File: config.mk
export PLATFORM = sky130hd
export DESIGN_NAME = mem_port_ctrl
export DESIGN_NICKNAME = d
export VERILOG_FILES = /design/src/rtl/mem_port_pkg.sv /design/src/rtl/mem_load_align.sv /design/src/rtl/mem_port_ctrl.sv
export SDC_FILE = /design/constraint.sdc
export NUM_CORES = 1
export LEC_CHECK = 0
export CAP_MARGIN = 5
export CORE_MARGIN = 5
export CORE_UTILIZATION = 40
export CTS_CLUSTER_DIAMETER = 80
export DETAILED_ROUTE_END_ITERATION = 10
export PLACE_DENSITY = 0.73
export SLEW_MARGIN = 20
export SYNTH_ARGS = -nofsm -noshare
export SYNTH_HDL_FRONTEND = slang
export SYNTH_SLANG_ARGS = --single-unit
File: constraint.sdc
create_clock -name clk -period 8.2 [get_ports clk]
set_input_delay 1.64 -clock clk [delete_from_list [all_inputs] [get_ports clk]]
set_output_delay 1.64 -clock clk [all_outputs]
set_load 0.05 [all_outputs]
File: src/rtl/mem_port_pkg.sv
// ============================================================================
//  Module      : mem_port_pkg
//  Description : Shared size encodings, FSM states and store lane-merge helper
//                for the memory port controller.
//  Revision    : 1.0 - initial release
// ============================================================================
`default_nettype none

package mem_port_pkg;

    localparam logic [1:0] c_size_word = 2'b00;
    localparam logic [1:0] c_size_half = 2'b01;
    localparam logic [1:0] c_size_byte = 2'b10;
    localparam logic [1:0] c_size_rsvd = 2'b11;

    typedef enum logic [2:0] {
        IDLE = 3'd0,
        RD   = 3'd1,
        WAIT = 3'd2,
        WR   = 3'd3,
        RESP = 3'd4
    } state_t;

    // Little-endian lane insert of right-aligned store data into the read word.
    function automatic logic [31:0] lane_merge(
        input logic [31:0] old_word,
        input logic [31:0] wdata,
        input logic [1:0]  size,
        input logic [1:0]  off
    );
        logic [31:0] merged;
        merged = old_word;
        case (size)
            c_size_half: merged[{off[1], 4'b0000} +: 16] = wdata[15:0];
            c_size_byte: merged[{off, 3'b000} +: 8]      = wdata[7:0];
            default:     merged = wdata;
        endcase
        return merged;
    endfunction

endpackage

`default_nettype wire

File: src/rtl/mem_load_align.sv
// ============================================================================
//  Module      : mem_load_align
//  Description : Selects the addressed lane of a RAM word, right-aligns it and
//                sign- or zero-extends it.
//  Revision    : 1.0 - initial release
// ============================================================================
`default_nettype none

module mem_load_align
    import mem_port_pkg::*;
(
    input  logic [31:0] word,
    input  logic [1:0]  size,
    input  logic [1:0]  off,
    input  logic        sign_ext,
    output logic [31:0] data
);

    logic [7:0]  w_byte;
    logic [15:0] w_half;

    always_comb begin
        w_byte = word[{off, 3'b000} +: 8];
        w_half = word[{off[1], 4'b0000} +: 16];
        case (size)
            c_size_byte: data = {{24{sign_ext & w_byte[7]}}, w_byte};
            c_size_half: data = {{16{sign_ext & w_half[15]}}, w_half};
            default:     data = word;
        endcase
    end

endmodule

`default_nettype wire

File: src/rtl/mem_port_ctrl.sv
// ============================================================================
//  Module      : mem_port_ctrl
//  Description : Multicycle-CPU memory port: word RAM access with sub-word
//                loads and read-modify-write sub-word stores.
//                Define MEM_PORT_ALIGN_CHECK_EN to flag misaligned/reserved
//                accesses instead of silently aligning them.
//  Revision    : 1.0 - initial release
// ============================================================================
`default_nettype none

module mem_port_ctrl
    import mem_port_pkg::*;
#(
    parameter int WAIT_STATES = 0,
    parameter int MEM_AW      = 30
) (
    input  logic              clk,
    input  logic              reset_n,
    input  logic              req_valid,
    output logic              req_ready,
    input  logic              req_we,
    input  logic [1:0]        req_size,
    input  logic              req_signed,
    input  logic [31:0]       req_addr,
    input  logic [31:0]       req_wdata,
    output logic              rsp_valid,
    output logic [31:0]       rsp_rdata,
    output logic              rsp_err,
    output logic [MEM_AW-1:0] mem_addr,
    output logic              mem_we,
    output logic [31:0]       mem_wdata,
    input  logic [31:0]       mem_rdata
);

    localparam logic [2:0] c_wait_last = 3'(WAIT_STATES);

    state_t            r_state;
    state_t            w_next;
    logic              r_we;
    logic [1:0]        r_size;
    logic [1:0]        r_off;
    logic              r_sext;
    logic [2:0]        r_wait_cnt;
    logic [MEM_AW-1:0] r_mem_addr;
    logic [31:0]       r_mem_wdata;
    logic [31:0]       r_rdata;
    logic [1:0]        w_size;
    logic [1:0]        w_off;
    logic              w_err;
    logic              w_wait_done;
    logic [31:0]       w_ld_data;

`ifdef MEM_PORT_ALIGN_CHECK_EN
    logic r_err;

    always_comb begin
        w_size = req_size;
        w_off  = req_addr[1:0];
        case (req_size)
            c_size_word: w_err = |req_addr[1:0];
            c_size_half: w_err = req_addr[0];
            c_size_byte: w_err = 1'b0;
            default:     w_err = 1'b1;
        endcase
    end

    always_ff @(posedge clk or negedge reset_n) begin
        if (!reset_n) begin
            r_err <= 1'b0;
        end else if (r_state == IDLE && req_valid) begin
            r_err <= w_err;
        end
    end

    assign rsp_err = (r_state == RESP) & r_err;
`else
    // Low address bits are forced to the size's natural alignment; reserved is a word.
    always_comb begin
        w_err = 1'b0;
        case (req_size)
            c_size_byte: begin
                w_size = c_size_byte;
                w_off  = req_addr[1:0];
            end
            c_size_half: begin
                w_size = c_size_half;
                w_off  = {req_addr[1], 1'b0};
            end
            default: begin
                w_size = c_size_word;
                w_off  = 2'b00;
            end
        endcase
    end

    assign rsp_err = 1'b0;
`endif

    assign w_wait_done = (r_wait_cnt == c_wait_last);

    always_ff @(posedge clk or negedge reset_n) begin
        if (!reset_n) begin
            r_state <= IDLE;
        end else begin
            r_state <= w_next;
        end
    end

    always_comb begin
        w_next    = r_state;
        req_ready = 1'b0;
        mem_we    = 1'b0;
        rsp_valid = 1'b0;
        case (r_state)
            IDLE: begin
                req_ready = reset_n;
                if (req_valid) begin
                    if (w_err)
                        w_next = RESP;
                    else if (req_we && w_size == c_size_word)
                        w_next = WR;
                    else
                        w_next = RD;
                end
            end
            RD:   w_next = WAIT;
            WAIT: if (w_wait_done) w_next = r_we ? WR : RESP;
            WR: begin
                mem_we = 1'b1;
                w_next = RESP;
            end
            RESP: begin
                rsp_valid = 1'b1;
                w_next    = IDLE;
            end
            default: w_next = IDLE;
        endcase
    end

    // r_mem_wdata carries the raw store data until the RMW merge replaces it.
    always_ff @(posedge clk or negedge reset_n) begin
        if (!reset_n) begin
            r_we        <= 1'b0;
            r_size      <= c_size_word;
            r_off       <= 2'b00;
            r_sext      <= 1'b0;
            r_wait_cnt  <= 3'd0;
            r_mem_addr  <= '0;
            r_mem_wdata <= 32'd0;
            r_rdata     <= 32'd0;
        end else begin
            case (r_state)
                IDLE: begin
                    if (req_valid && !w_err) begin
                        r_we        <= req_we;
                        r_size      <= w_size;
                        r_off       <= w_off;
                        r_sext      <= req_signed;
                        r_wait_cnt  <= 3'd0;
                        r_mem_addr  <= req_addr[MEM_AW+1:2];
                        r_mem_wdata <= req_wdata;
                    end
                end
                WAIT: begin
                    r_wait_cnt <= r_wait_cnt + 3'd1;
                    if (w_wait_done) begin
                        if (r_we)
                            r_mem_wdata <= lane_merge(mem_rdata, r_mem_wdata, r_size, r_off);
                        else
                            r_rdata <= w_ld_data;
                    end
                end
                default: ;
            endcase
        end
    end

    mem_load_align u_load_align (
        .word     (mem_rdata),
        .size     (r_size),
        .off      (r_off),
        .sign_ext (r_sext),
        .data     (w_ld_data)
    );

    assign mem_addr  = r_mem_addr;
    assign mem_wdata = r_mem_wdata;
    assign rsp_rdata = r_rdata;

endmodule

`default_nettype wire

==> metrics.txt, run 1 <==
Core ar.=13830 um2; r2r setup slk=5270 ps; post-DR vias/cell=5.449; die width=128.6 um; total gr overflow=0; largest net degree at the start of global routing=63; Finished Layout Cells=951; dominant cell type by area after synthesis=dfrtp_1; vias in the first global route=5213; nets@finish=883; dpl cell area=7714 um2; Hold Crit Class=register to register; Mean Syn Cell Area=9.502 um2; Synth area leaders=dfrtp_1, nor2_1, mux2_1; unrepaired setup endpoints after global routing=false; row cnt=43; Syn Inst Count=592; Netlist Area Pre-Place=5625 um2; # hold bufs at CTS=0; post-synth top area share=47.15%; #FFs+latches synth=106; final instance area=8030 um2; Root Buffer=clkbuf_16; reg2reg end=mem_wdata[1]; Worst Skew=11.41 ps; CP bufs+invs=2; Pwr Total=3.925 mW; Final ANT Viol Nets=0; vias post-DR=5182; Max clock buf depth=2; FFs w/ async S/R, synth=100.0%; period utilisation layout=58.53%; Die H=128.6 um; Top FF cell, synth=dfrtp_1; initial antenna violation count=0; WL final=19020 um; Ant. Diodes=0; HP Start=mem_addr[6]; FMAX=208.4 MHz; global-route wire length before repair=29350 um; outcome=complete, no violations; most common cell after layout, fill and taps aside=clkdlybuf4s50_1; Final Util=58.08%; placed insts=936; Worst Max-Slew Pin Slew=1047 ps; fraction of layout cells with a size suffix above 1=6.355%; Fin. Hold Viols=0; Worst-Skew Late Latency=350 ps; DRC errors left=0; critical path, cell by cell=buf_4 -> and2_1 -> clkdlybuf4s50_1; commonest cells after routing, fill and taps aside=clkdlybuf4s50_1, dfrtp_1, nor2_1; post-synthesis sequential area ratio=47.15%; path depth of the worst reg2reg path=6; TritonRoute pass-1 iters=5; Slew headroom=30.23%; Area growth syn-to-layout=42.75%; critical path type=input pin to output pin; Unique masters post-synth=46; CP max stage delay=810 ps; Die ar.=16540 um2; WHS=487.0 ps; top cell family by delay on the critical path=buffers and inverters; initial DRC count=418; post-DP HPWL=14250 um; mean routed wirelength per cell=20.00 um; Crit-path slowest cell=clkdlybuf4s50_1; Final min period=4799 ps; worst setup margin=3401 ps; final setup violation count=0; critical path launch point type=input pin; crit end category=output pin; Hold Path Cell Cnt=1; worst endpoint data arrival time=3160 ps; worst vdd ir=345.1 uV; CTS resizes=0; CTS tree=yes; gp weighted congestion=0.8646; Hold Crit Endpoint=mem_addr[6]; Post-synth EDFFs=0; Ys Warns=0; PD cells=488.7 nW/um2; total negative slack=0 ps; Max Cap Violations=0; H-tree Lvls=3; Pleak=3.237 nW; CTS sink cnt=106; gr usage total=22.80%; Max FO, Critical Path=46; # IOs=201; Starting Density=40.68%; port bufs=199; syn nets=708; reg2reg start=r_size[0]; Required @ worst endpoint=6560 ps; Pins Over Slew Limit=0; CTS Buf Count=9; Setup Fix Bufs, Post-CTS=0; dpl ws=3348 ps; clk slew on worst S/H paths=70 ps
worst max-delay path by stage:
| stage | startpoint | endpoint | slack [ps] | cells after the start |
|---|---|---|---|---|
| floorplan | reset_n | req_ready | 4510 | 1 |
| global placement | reset_n | req_ready | 3410 | 3 |
| detailed placement | reset_n | req_ready | 3350 | 3 |
| CTS | reset_n | req_ready | 3350 | 3 |
| global route | reset_n | req_ready | 3280 | 3 |
| finish | reset_n | req_ready | 3400 | 3 |
power by group:
group,internal (mW),switching (mW),total [mW],leakage (nW)
sequential,0.792,0.208,1.00,1.25
combinational,0.853,1.61,2.46,1.84
clock,0.266,0.196,0.462,0.153
state kept, by name (all words and copies together), names as in the netlist:
name and cells:
rsp_rdata 32, r_state 3, mem_wdata 32, r_sext 1
mem_addr 30, r_wait_cnt 3, r_off 2, r_we 1
r_size 2
per-layer routing:
layer	part of all wire, %	vias up	track usage, %
met3	6.4	28	4.234
met1	44	2512	31.04
met5	0	-	0
met2	47	196	36.32
met4	2.6	0	8.709
li1	-	2446	-
synthesized netlist by cell type, types with 11 or more instances:
master	instances
a21oi_1	52
a31oi_1	23
buf_2	13
clkbuf_1	24
dfrtp_1	106
ha_1	13
inv_1	19
mux2_1	26
mux2_2	17
mux2i_1	15
nand2_1	46
nor2_1	79
nor2b_1	11
o21ai_0	31
o21ai_1	11
o22ai_1	15
logic make-up (layout without fill, tap and decap cells):
logic type / Yosys count / in the layout / synth area share [%]
adders and majority gates: 13 / 13 / 2.892
and+or+nand+nor: 185 / 185 / 15.59
AOI/OAI and AO/OA: 169 / 169 / 18.59
DFF: 106 / 106 / 47.15
buffers and inverters: 60 / 239 / 4.426
other: 1 / 1 / 0.06666
muxes: 58 / 58 / 11.28
worst register-to-register path: cells and delay by family, from the launching register on:
kind                     cells  cell delay [ps]
AND/OR/NAND/NOR              3             1260
adder cells (fa/ha/maj)      1              690
flip-flops                   1              390
multiplexers                 1              390
buffers and inverters        1               80
final cells by class:
class,count,area (um2)
clock buffers,10,229.0
flip-flops and latches,106,2654
inverters,19,71.32
repair buffers,205,2034
fillers,1221,5797
multi-input cells,426,2738
well taps,180,225.2
clock inverters,5,78.83
(Power assumes the default switching activity.)
==> inputs of run 2 (changes only) <==
PLACE_DENSITY = 0.76   (was 0.73)
clock period = 3.9 ns   (was 8.2 ns; I/O delays follow)
==> run 2 against run 1 <==
- die area unchanged
- cell area is 0.11% higher
- total power rose by 110%
- register-to-register slack worse by 4000 ps
- via count rose by 3.6%
- global-route usage increased by 0.085 points
- sequential share of layout area about the same
- flip-flop and latch count is the same
- combinational power rose by 110%
- first-iteration DRC count grew 3.1%
- setup slack worse by 2300 ps
==> metrics.txt, run 2 (synthesized netlist as in run 1, its figures left out) <==
critical path, cell by cell=nor3_1 -> and2_1 -> clkdlybuf4s50_1 (was buf_4 -> and2_1 -> clkdlybuf4s50_1); Worst-Skew Late Latency=350 ps (about the same); critical path launch point type=register (was input pin); Die H=128.6 um (unchanged); worst endpoint data arrival time=2040 ps (was 3160 ps); global-route wire length before repair=29300 um (was 29350 um); CTS tree=yes (unchanged); DRC errors left=0 (unchanged); CP max stage delay=800 ps (was 810 ps); commonest cells after routing, fill and taps aside=clkdlybuf4s50_1, dfrtp_1, nor2_1 (unchanged); Final ANT Viol Nets=0 (unchanged); total gr overflow=0 (unchanged); vias post-DR=5366 (was 5182); CTS sink cnt=106 (unchanged); clk slew on worst S/H paths=70 ps (about the same); Setup Fix Bufs, Post-CTS=0 (unchanged); # IOs=201 (unchanged); # hold bufs at CTS=0 (unchanged); total negative slack=0 ps (unchanged); critical path type=register to output pin (was input pin to output pin); TritonRoute pass-1 iters=5 (unchanged); Crit-path slowest cell=clkdlybuf4s50_1 (unchanged); initial DRC count=431 (was 418); Pleak=3.246 nW (was 3.237 nW); largest net degree at the start of global routing=59 (was 63); Worst Max-Slew Pin Slew=1068 ps (was 1047 ps); WL final=18990 um (was 19020 um); most common cell after layout, fill and taps aside=clkdlybuf4s50_1 (unchanged); outcome=complete, no violations (unchanged); dpl ws=1260 ps (was 3348 ps); Area growth syn-to-layout=42.90% (was 42.75%); FMAX=354.1 MHz; H-tree Lvls=3 (unchanged); Core ar.=13830 um2 (unchanged); unrepaired setup endpoints after global routing=false (unchanged); Hold Crit Class=register to register (unchanged); worst setup margin=1076 ps (was 3401 ps); Max FO, Critical Path=10 (was 46); post-DP HPWL=14190 um (was 14250 um); initial antenna violation count=2 (was 0); nets@finish=888 (was 883); port bufs=199 (unchanged); Max Cap Violations=0 (unchanged); crit end category=output pin (unchanged); Final min period=2824 ps; Slew headroom=28.78% (was 30.23%); Die ar.=16540 um2 (unchanged); Worst Skew=8.120 ps (was 11.41 ps); final setup violation count=0 (unchanged); Required @ worst endpoint=3120 ps (was 6560 ps); Starting Density=40.68% (unchanged); row cnt=43 (unchanged); gp weighted congestion=0.9223 (was 0.8646); Max clock buf depth=2 (unchanged); die width=128.6 um (unchanged); Fin. Hold Viols=0 (unchanged); Ant. Diodes=0 (unchanged); worst vdd ir=498.9 uV (was 345.1 uV); gr usage total=22.89% (was 22.80%); CTS Buf Count=9 (unchanged); PD cells=1021 nW/um2 (was 488.7 nW/um2); Pins Over Slew Limit=0 (unchanged); vias in the first global route=5397 (was 5213); CTS resizes=0 (unchanged); Root Buffer=clkbuf_16 (unchanged); period utilisation layout=72.41%; fraction of layout cells with a size suffix above 1=6.443% (was 6.355%); post-DR vias/cell=5.613 (was 5.449); mean routed wirelength per cell=19.86 um (was 20.00 um)
[run 2: where the power goes]
part	total, mW	switching (mW)	internal (mW)
registers	2.17	0.502	1.67
logic	5.13	3.32	1.81
clock network	0.911	0.398	0.513
[run 2: worst max-delay path, delay by kind of cell (launching register included)]
kind	cells	cell delay [ps]
buffers and inverters	1	800
flip-flops	1	470
AND/OR/NAND/NOR	2	430
[run 2: worst paths after layout]
path | cells after the start | slack (ps) | startpoint | to
setup / recovery | 3 | 1080 | r_state[1] | req_ready
hold / removal | 1 | 480 | mem_addr[2] | mem_addr[2]
setup reg to reg | 8 | 1270 | r_off[1] | mem_wdata[23]
hold reg to reg | 1 | 480 | mem_addr[2] | mem_addr[2]
max in group asynchronous | 3 | 2150 | reset_n | r_off[1]
min in group asynchronous | 2 | 540 | reset_n | mem_addr[25]
[run 2: area by class of cell]
cell class / count / area (um2)
fill: 1171 / 5788
multi-input combinational: 426 / 2729
sequential: 106 / 2654
timing repair buffer: 210 / 2072
clock buffer: 13 / 250.2
tap: 180 / 225.2
inverter: 19 / 71.32
clock inverter: 2 / 37.54
[run 2: through the flow]
stage	power, mW	instances	instance area [um2]	hold WS [ps]	utilization [%]
after floorplan	5.570	592	5625	473.3	-
after global placement	7.195	941	7751	466.7	56.06
after detailed placement	7.299	941	7751	475.0	56.06
after CTS	8.231	956	8039	489.1	58.14
after global routing	8.678	956	8039	506.2	58.14
final	8.212	956	8039	484.3	58.14
[run 2: per-layer routing]
layer	wire length (um)	global-route usage (%)
met5	24	0
met3	2038	6.559
met2	8670	36.38
met1	7600	28.95
met4	653	10.62
